### config.mk
export PLATFORM = sky130hd
export DESIGN_NAME = hazard_detect_unit
export DESIGN_NICKNAME = d
export VERILOG_FILES = /design/src/rtl/hazard_detect_unit.sv
export SDC_FILE = /design/constraint.sdc
export NUM_CORES = 1
export LEC_CHECK = 0
export CAP_MARGIN = 20
export CELL_PAD_IN_SITES_DETAIL_PLACEMENT = 0
export CELL_PAD_IN_SITES_GLOBAL_PLACEMENT = 1
export CORE_UTILIZATION = 21
export CTS_CLUSTER_SIZE = 30
export DETAILED_ROUTE_END_ITERATION = 12
export PLACE_DENSITY = 0.79
export SETUP_SLACK_MARGIN = 0.02
export SLEW_MARGIN = 40
export SYNTH_ARGS = -nofsm -noshare
export SYNTH_HDL_FRONTEND = slang
export SYNTH_SLANG_ARGS = --single-unit
### constraint.sdc
create_clock -name CLK -period 2.15 [get_ports CLK]
set_clock_uncertainty 0.05 [all_clocks]
set_input_delay 0.3225 -clock CLK [delete_from_list [all_inputs] [get_ports CLK]]
set_output_delay 0.3225 -clock CLK [all_outputs]
set_load 0.01 [all_outputs]
### src/rtl/hazard_detect_unit.sv
// Purpose : pipeline hazard detection (load-use, branch-after-load, HI/LO busy) driving stall/flush controls.
// Latency : STALL/FLUSH outputs are combinational from the current D/E/M state; MdBusy follows MdStart_E by one clock.
// Backpressure: none accepted; STALL is itself the backpressure to the front end (holds PC and IF/ID, bubbles ID/EX).
//
// Ports
//   CLK, RST_N                         sole clock; synchronous active-low reset
//   RsAddr_D, RtAddr_D, UseRs_D, UseRt_D   decode source registers and whether they are read
//   Branch_D, BranchTaken_D            decode holds beq/bne; branch resolved taken in D
//   RegDstAddr_E/M, MemRead_E/M        destination register and load flag in E and M
//   MdStart_E, MdStart_D, MdRead_D     mult/div issue in E; decode issues mult/div or reads HI/LO
//   PerfClr                            clears the performance counters
//   STALL, PcWriteEN, FLUSH_E, FLUSH_D, MdBusy   pipeline controls
//   StallCycles, FlushCount            performance counters
//
// Build option: define HAZARD_PERF_EN to include the StallCycles/FlushCount counters.
// Without it both counter outputs read 0 and PerfClr is ignored.
// MD_LATENCY legal range is 2..31 (counter is 5 bits wide).

module hazard_detect_unit #(
    parameter int MD_LATENCY = 4
) (
    input  logic        CLK,
    input  logic        RST_N,
    input  logic [4:0]  RsAddr_D,
    input  logic [4:0]  RtAddr_D,
    input  logic        UseRs_D,
    input  logic        UseRt_D,
    input  logic        Branch_D,
    input  logic        BranchTaken_D,
    input  logic [4:0]  RegDstAddr_E,
    input  logic [4:0]  RegDstAddr_M,
    input  logic        MemRead_E,
    input  logic        MemRead_M,
    input  logic        MdStart_E,
    input  logic        MdStart_D,
    input  logic        MdRead_D,
    input  logic        PerfClr,
    output logic        STALL,
    output logic        PcWriteEN,
    output logic        FLUSH_E,
    output logic        FLUSH_D,
    output logic        MdBusy,
    output logic [15:0] StallCycles,
    output logic [15:0] FlushCount
);

    localparam logic [4:0] MdReload = 5'(MD_LATENCY - 1);

    logic [4:0] mdCnt;
    logic       loadUse;
    logic       branchLoad;
    logic       mdHazard;
    logic       stallRaw;
    logic       mdBusyRaw;

    // HI/LO occupancy counter. A new issue reloads even while a previous
    // operation is still counting, since the newer result is what D waits on.
    always_ff @(posedge CLK) begin
        if (!RST_N) begin
            mdCnt <= 5'd0;
        end else if (MdStart_E) begin
            mdCnt <= MdReload;
        end else if (mdCnt != 5'd0) begin
            mdCnt <= mdCnt - 5'd1;
        end
    end

    always_comb begin
        mdBusyRaw = (mdCnt != 5'd0);

        // Load in E feeding a register D actually reads; $zero never carries a dependency.
        loadUse = MemRead_E && (RegDstAddr_E != 5'd0) &&
                  ((UseRs_D && (RegDstAddr_E == RsAddr_D)) ||
                   (UseRt_D && (RegDstAddr_E == RtAddr_D)));

        // Branches compare in D, so a load still in M cannot be forwarded in time.
        // Both operands of beq/bne are always read, hence no Use* qualification.
        branchLoad = Branch_D && MemRead_M && (RegDstAddr_M != 5'd0) &&
                     ((RegDstAddr_M == RsAddr_D) || (RegDstAddr_M == RtAddr_D));

        mdHazard = mdBusyRaw && (MdRead_D || MdStart_D);

        stallRaw = loadUse || branchLoad || mdHazard;
    end

    // Reset gating keeps every control output defined even while mdCnt is still
    // unknown before the first reset clock.
    always_comb begin
        STALL     = RST_N && stallRaw;
        PcWriteEN = !STALL;
        FLUSH_E   = STALL;
        // A stalled branch is squashed only once it can actually leave D.
        FLUSH_D   = RST_N && BranchTaken_D && !STALL;
        MdBusy    = RST_N && mdBusyRaw;
    end

`ifdef HAZARD_PERF_EN
    logic [15:0] stallCnt;
    logic [15:0] flushCnt;

    always_ff @(posedge CLK) begin
        if (!RST_N) begin
            stallCnt <= 16'd0;
            flushCnt <= 16'd0;
        end else if (PerfClr) begin
            stallCnt <= 16'd0;
            flushCnt <= 16'd0;
        end else begin
            if (STALL && (stallCnt != 16'hFFFF)) begin
                stallCnt <= stallCnt + 16'd1;
            end
            if (FLUSH_D && (flushCnt != 16'hFFFF)) begin
                flushCnt <= flushCnt + 16'd1;
            end
        end
    end

    assign StallCycles = stallCnt;
    assign FlushCount  = flushCnt;
`else
    logic unusedPerfClr;
    assign unusedPerfClr = PerfClr;
    assign StallCycles   = 16'd0;
    assign FlushCount    = 16'd0;
`endif

endmodule

**After elaboration in Yosys (flattened, before gate mapping)**

Index checks and enable logic that the tools add are counted.

- Memory bits (writable): 0
- Input bits: 32
- Bits in read-only memories: 0
- Word-level logic and storage cells: 33
- Flip-flop bits (word level): 5
- Output and inout port bits: 37
- Memories: 0
- Latch bits: 0

- Equality and inequality tests: 4
- $mul: 0
- Reduce and logical (&&, ||, !) cells: 23
- Muxes and demuxes: 2
- $lt $le $gt $ge: 0
- Bitwise logic cells: 1
- Shifts and indexed selects: 0
- Div/mod/pow operators: 0
- $add $sub $neg: 1

Operators by type and width:

| cell | number |
|---|---|
| equality test 5 bit | 4 |
| nonzero test 5 bit | 3 |
| logical AND 1 bit | 12 |
| logical OR 1 bit | 5 |
| subtractor 5 x 1 -> 5 bit (second input constant) | 1 |
| 2-to-1 mux 2 bit | 2 |
| nonzero test 2 bit | 1 |
| OR reduction 2 bit | 1 |
| logical NOT 1 bit | 1 |
| inverter 1 bit | 1 |

**Longest topological paths before layout**

- Depth after elaboration: 9
- Gate-level depth with buffers: 6
- Gate-level depth less buffers: 6

**Worst setup path before layout**

Ideal clock, no wire load.

- Path type: input -> output
- Start point: in RegDstAddr_M[1]
- End point: out STALL
- Path slack: 0.254 ns
- Cell stages on the path: 5
- Data arrival time: 1.524 ns
- Required time: 1.778 ns
- Buffers on the path: 1
- Cells stage by stage: or4_4 o211ai_2 a21oi_2 o31a_1 buf_4

- Word-level cells in the longest chain between the ends: 6
- Elaborated cells on any way between the ends: 9
- Classes of those cells: 2 x eq/ne; 7 x reduce/logical

Ends and longest elaborated chain:

| element | RTL line | source |
|---|---|---|
| start, declared | 31 | `input logic [4:0] RegDstAddr_M,` |
| equality test 5 bit or nonzero test 5 bit (tied branches) | 79, 78 |  |
| logical OR 1 bit or logical AND 1 bit (tied branches) | 79, 78 |  |
| logical AND 1 bit * | 78 | `branchLoad = Branch_D && MemRead_M && (RegDstAddr_M != 5'd0) &&` |
| logical OR 1 bit * (2 in a row) | 83 | `stallRaw = loadUse \|\| branchLoad \|\| mdHazard;` |
| logical AND 1 bit * | 89 | `STALL = RST_N && stallRaw;` |
| end, declared | 38 | `output logic STALL,` |

Every way passes the cells marked *; elsewhere a longest branch is shown, timed or not.

**Worst setup path after layout**

- Start point: in RegDstAddr_M[3]
- End point: out STALL

Same word-level chain as after synthesis.

==> metrics.csv <==
metric,value,unit
clock sink total,5,
Setup CP Type,input pin to output pin,
final slew viol count,0,
final instance area,0.00132,mm^2
Largest register FFs,5,
CP required,1.78,ns
launching point of the worst reg2reg path,mdCnt[0],
DRT antenna net count,0,
Critical Path Sink,STALL,
clock latency on the worst-skew pair,0.22,ns
register with the most flip-flops,mdCnt,
reg2reg end,mdCnt[4],
WL final,1.76,mm
Multi-input gate area,646,um^2
dpl cells,199,
Psw,0.183,mW
"CTS clk-pin slew, worst paths",0.03,ns
WL per Instance,8.50,um
worst-case reg-to-reg path depth,7,
Tot Pwr,0.556,mW
Nets,194,
die area,0.00408,mm^2
Crit. End Element,output pin,
CP arrival,1.70,ns
Root Driver,clkbuf_8,
Regs by FF count,mdCnt x5,
"slowest stage delay, CP",0.49,ns
core footprint,0.00366,mm^2
GP Congestion,0.714,
area delta synth->final,64.0,%
startpoint types,input pin,
number of setup violations in the final report,0,
non-filler instance count after layout,207,
Pre-antenna DRT Iters,7,
Iter 0 DRT Violations,21,
clock period minus worst slack,2.07,ns
row count,22,
Comb power frac,0.489,
vias in the first global route,695,
n_diodes,0,
Top Layer Used,met4,
vias,740,
CP max FO,3,
Sequential Area,100,um^2
count of input and output buffers,35,
pwr dens,422,mW/mm^2
maximum vdd drop,134,uV
initial antenna violation count,0,
Yosys reg bits,5,
Metal-1 WL,725,um
outcome,completed,
I/O pin cnt,69,
unrepaired setup endpoints after global routing,false,
Remaining DRCs,0,
final setup TNS,0,ns
Netlist cell types,26,
Lkg Pwr,0.615,nW
dpl hpwl,1.49,mm
r2r setup slk,0.77,ns
Tcrit/Tclk final,0.964,
TritonCTS buffer count,3,
met2 WL post-DR,885,um
crit-path cells,"dlygate4sd2_1, or4_4, o211ai_4, a21oi_4, o31a_1, buf_2",
Clock power frac,0.311,
sw frac,0.330,
height of the chip,63.8,um
Cells after Synth,99,
Fill cells,406,
crit path max-delay cell type,or4_4,
WHS,0.502,ns
Flop pwr share,0.200,
fin util,0.360,
deepest clock path buffer count,2,
"Seq/Total Area, Yosys",0.125,
Max Cap Viol,0,
internal power,0.373,mW
H-tree levels,1,
All-Layer GR Usage,0.0875,
dpl ws,-0.677,ns
CTS tree,done,
worst min path class,flop to flop,
"Hold Violations, Final",0,
layout cells sized above 1,0.358,
DR vias/cell,3.57,
mapped cell area,803,um^2
total grt overflow,0,
Final Worst Setup Slack,0.0782,ns
Syn Area/Cell,8.11,um^2
Synthesis Warnings,0,
Post-DP Area,0.00122,mm^2
# hold bufs at CTS,0,
"commonest cells after routing, fill and taps aside","conb_1, buf_4, xor2_1",
met3 wire len,98,um
fmax,483,MHz
global-route wire length before repair,2.71,mm
"commonest non-fill, non-tap cell in the layout",conb_1,
Initial Util,0.219,
CP Launch Point,RegDstAddr_M[3],
largest net degree at the start of global routing,7,
Die X-Extent,63.8,um
## synthesized netlist by cell type
library cell,instances,area (um^2)
buf_4,33,248
xor2_1,15,131
xnor2_1,9,78.8
nor2_1,6,22.5
dfxtp_1,5,100
nand3_1,4,20.0
nor3_1,3,15.0
ha_1,2,25.0
inv_1,2,7.51
nand2_1,2,7.51
nor4_1,2,12.5
o21a_1,2,15.0
a21oi_1,1,5.00
a21oi_2,1,8.76
conb_1,1,3.75
mux2i_1,1,10.0
nand2b_1,1,6.26
nor2b_1,1,6.26
nor4_2,1,12.5
nor4b_2,1,15.0
o211ai_2,1,12.5
o21ai_0,1,5.00
o31a_1,1,8.76
o31ai_1,1,7.51
or4_1,1,7.51
or4_4,1,11.3
## timing repair
action / CTS / global route
resized for setup: 58 / 26
setup endpoints to repair: 5 / 4
buffers inserted: 4 / 0
pin swaps: 16 / 15
## critical path, delay by kind of cell
family / cells / cell delay, ns
and+or+nand+nor: 1 / 0.49
AOI/OAI and AO/OA: 3 / 0.50
buffers and inverters: 2 / 0.38
## cells by family after synthesis
family                   after synthesis  share of synthesized area
AO/OA/AOI/OAI                          8                     0.0779
XOR/XNOR                              24                      0.262
adder cells (fa/ha/maj)                2                     0.0311
buffers and inverters                 35                      0.318
flip-flops                             5                      0.125
multiplexers                           1                     0.0125
other                                  1                    0.00467
AND/OR/NAND/NOR                       23                      0.170
## final cells by class
type	count	area share
Multi-Input combinational cell	90	0.490
Timing Repair Buffer	58	0.349
Sequential cell	5	0.0760
Tap cell	48	0.0456
Clock buffer	4	0.0342
Inverter	2	0.00570
## power groups by stage
stage / registers [mW] / clock network (mW) / logic [mW]
floorplan: 0.112 / 0 / 0.177
global placement: 0.112 / 0 / 0.272
detailed placement: 0.113 / 0 / 0.274
CTS: 0.111 / 0.179 / 0.258
global route: 0.113 / 0.185 / 0.302
finish: 0.111 / 0.173 / 0.272
## worst min path at each step
stage	from	endpoint	slack [ns]	cells after the start
after floorplan	RST_N	mdCnt[0]	0.39	1
after global placement	mdCnt[4]	mdCnt[4]	0.47	2
after detailed placement	mdCnt[4]	mdCnt[4]	0.49	2
after CTS	mdCnt[4]	mdCnt[4]	0.50	2
after global routing	mdCnt[3]	mdCnt[3]	0.55	2
final	mdCnt[4]	mdCnt[4]	0.50	2
## routing by layer
| layer | track usage | vias up |
|---|---|---|
| met1 | 0.0927 | 316 |
| met5 | 0 | - |
| met3 | 0.0107 | 5 |
| met2 | 0.156 | 36 |
| met4 | 0.0682 | 0 |
| li1 | - | 383 |
Power figures use the tool's default switching activity.
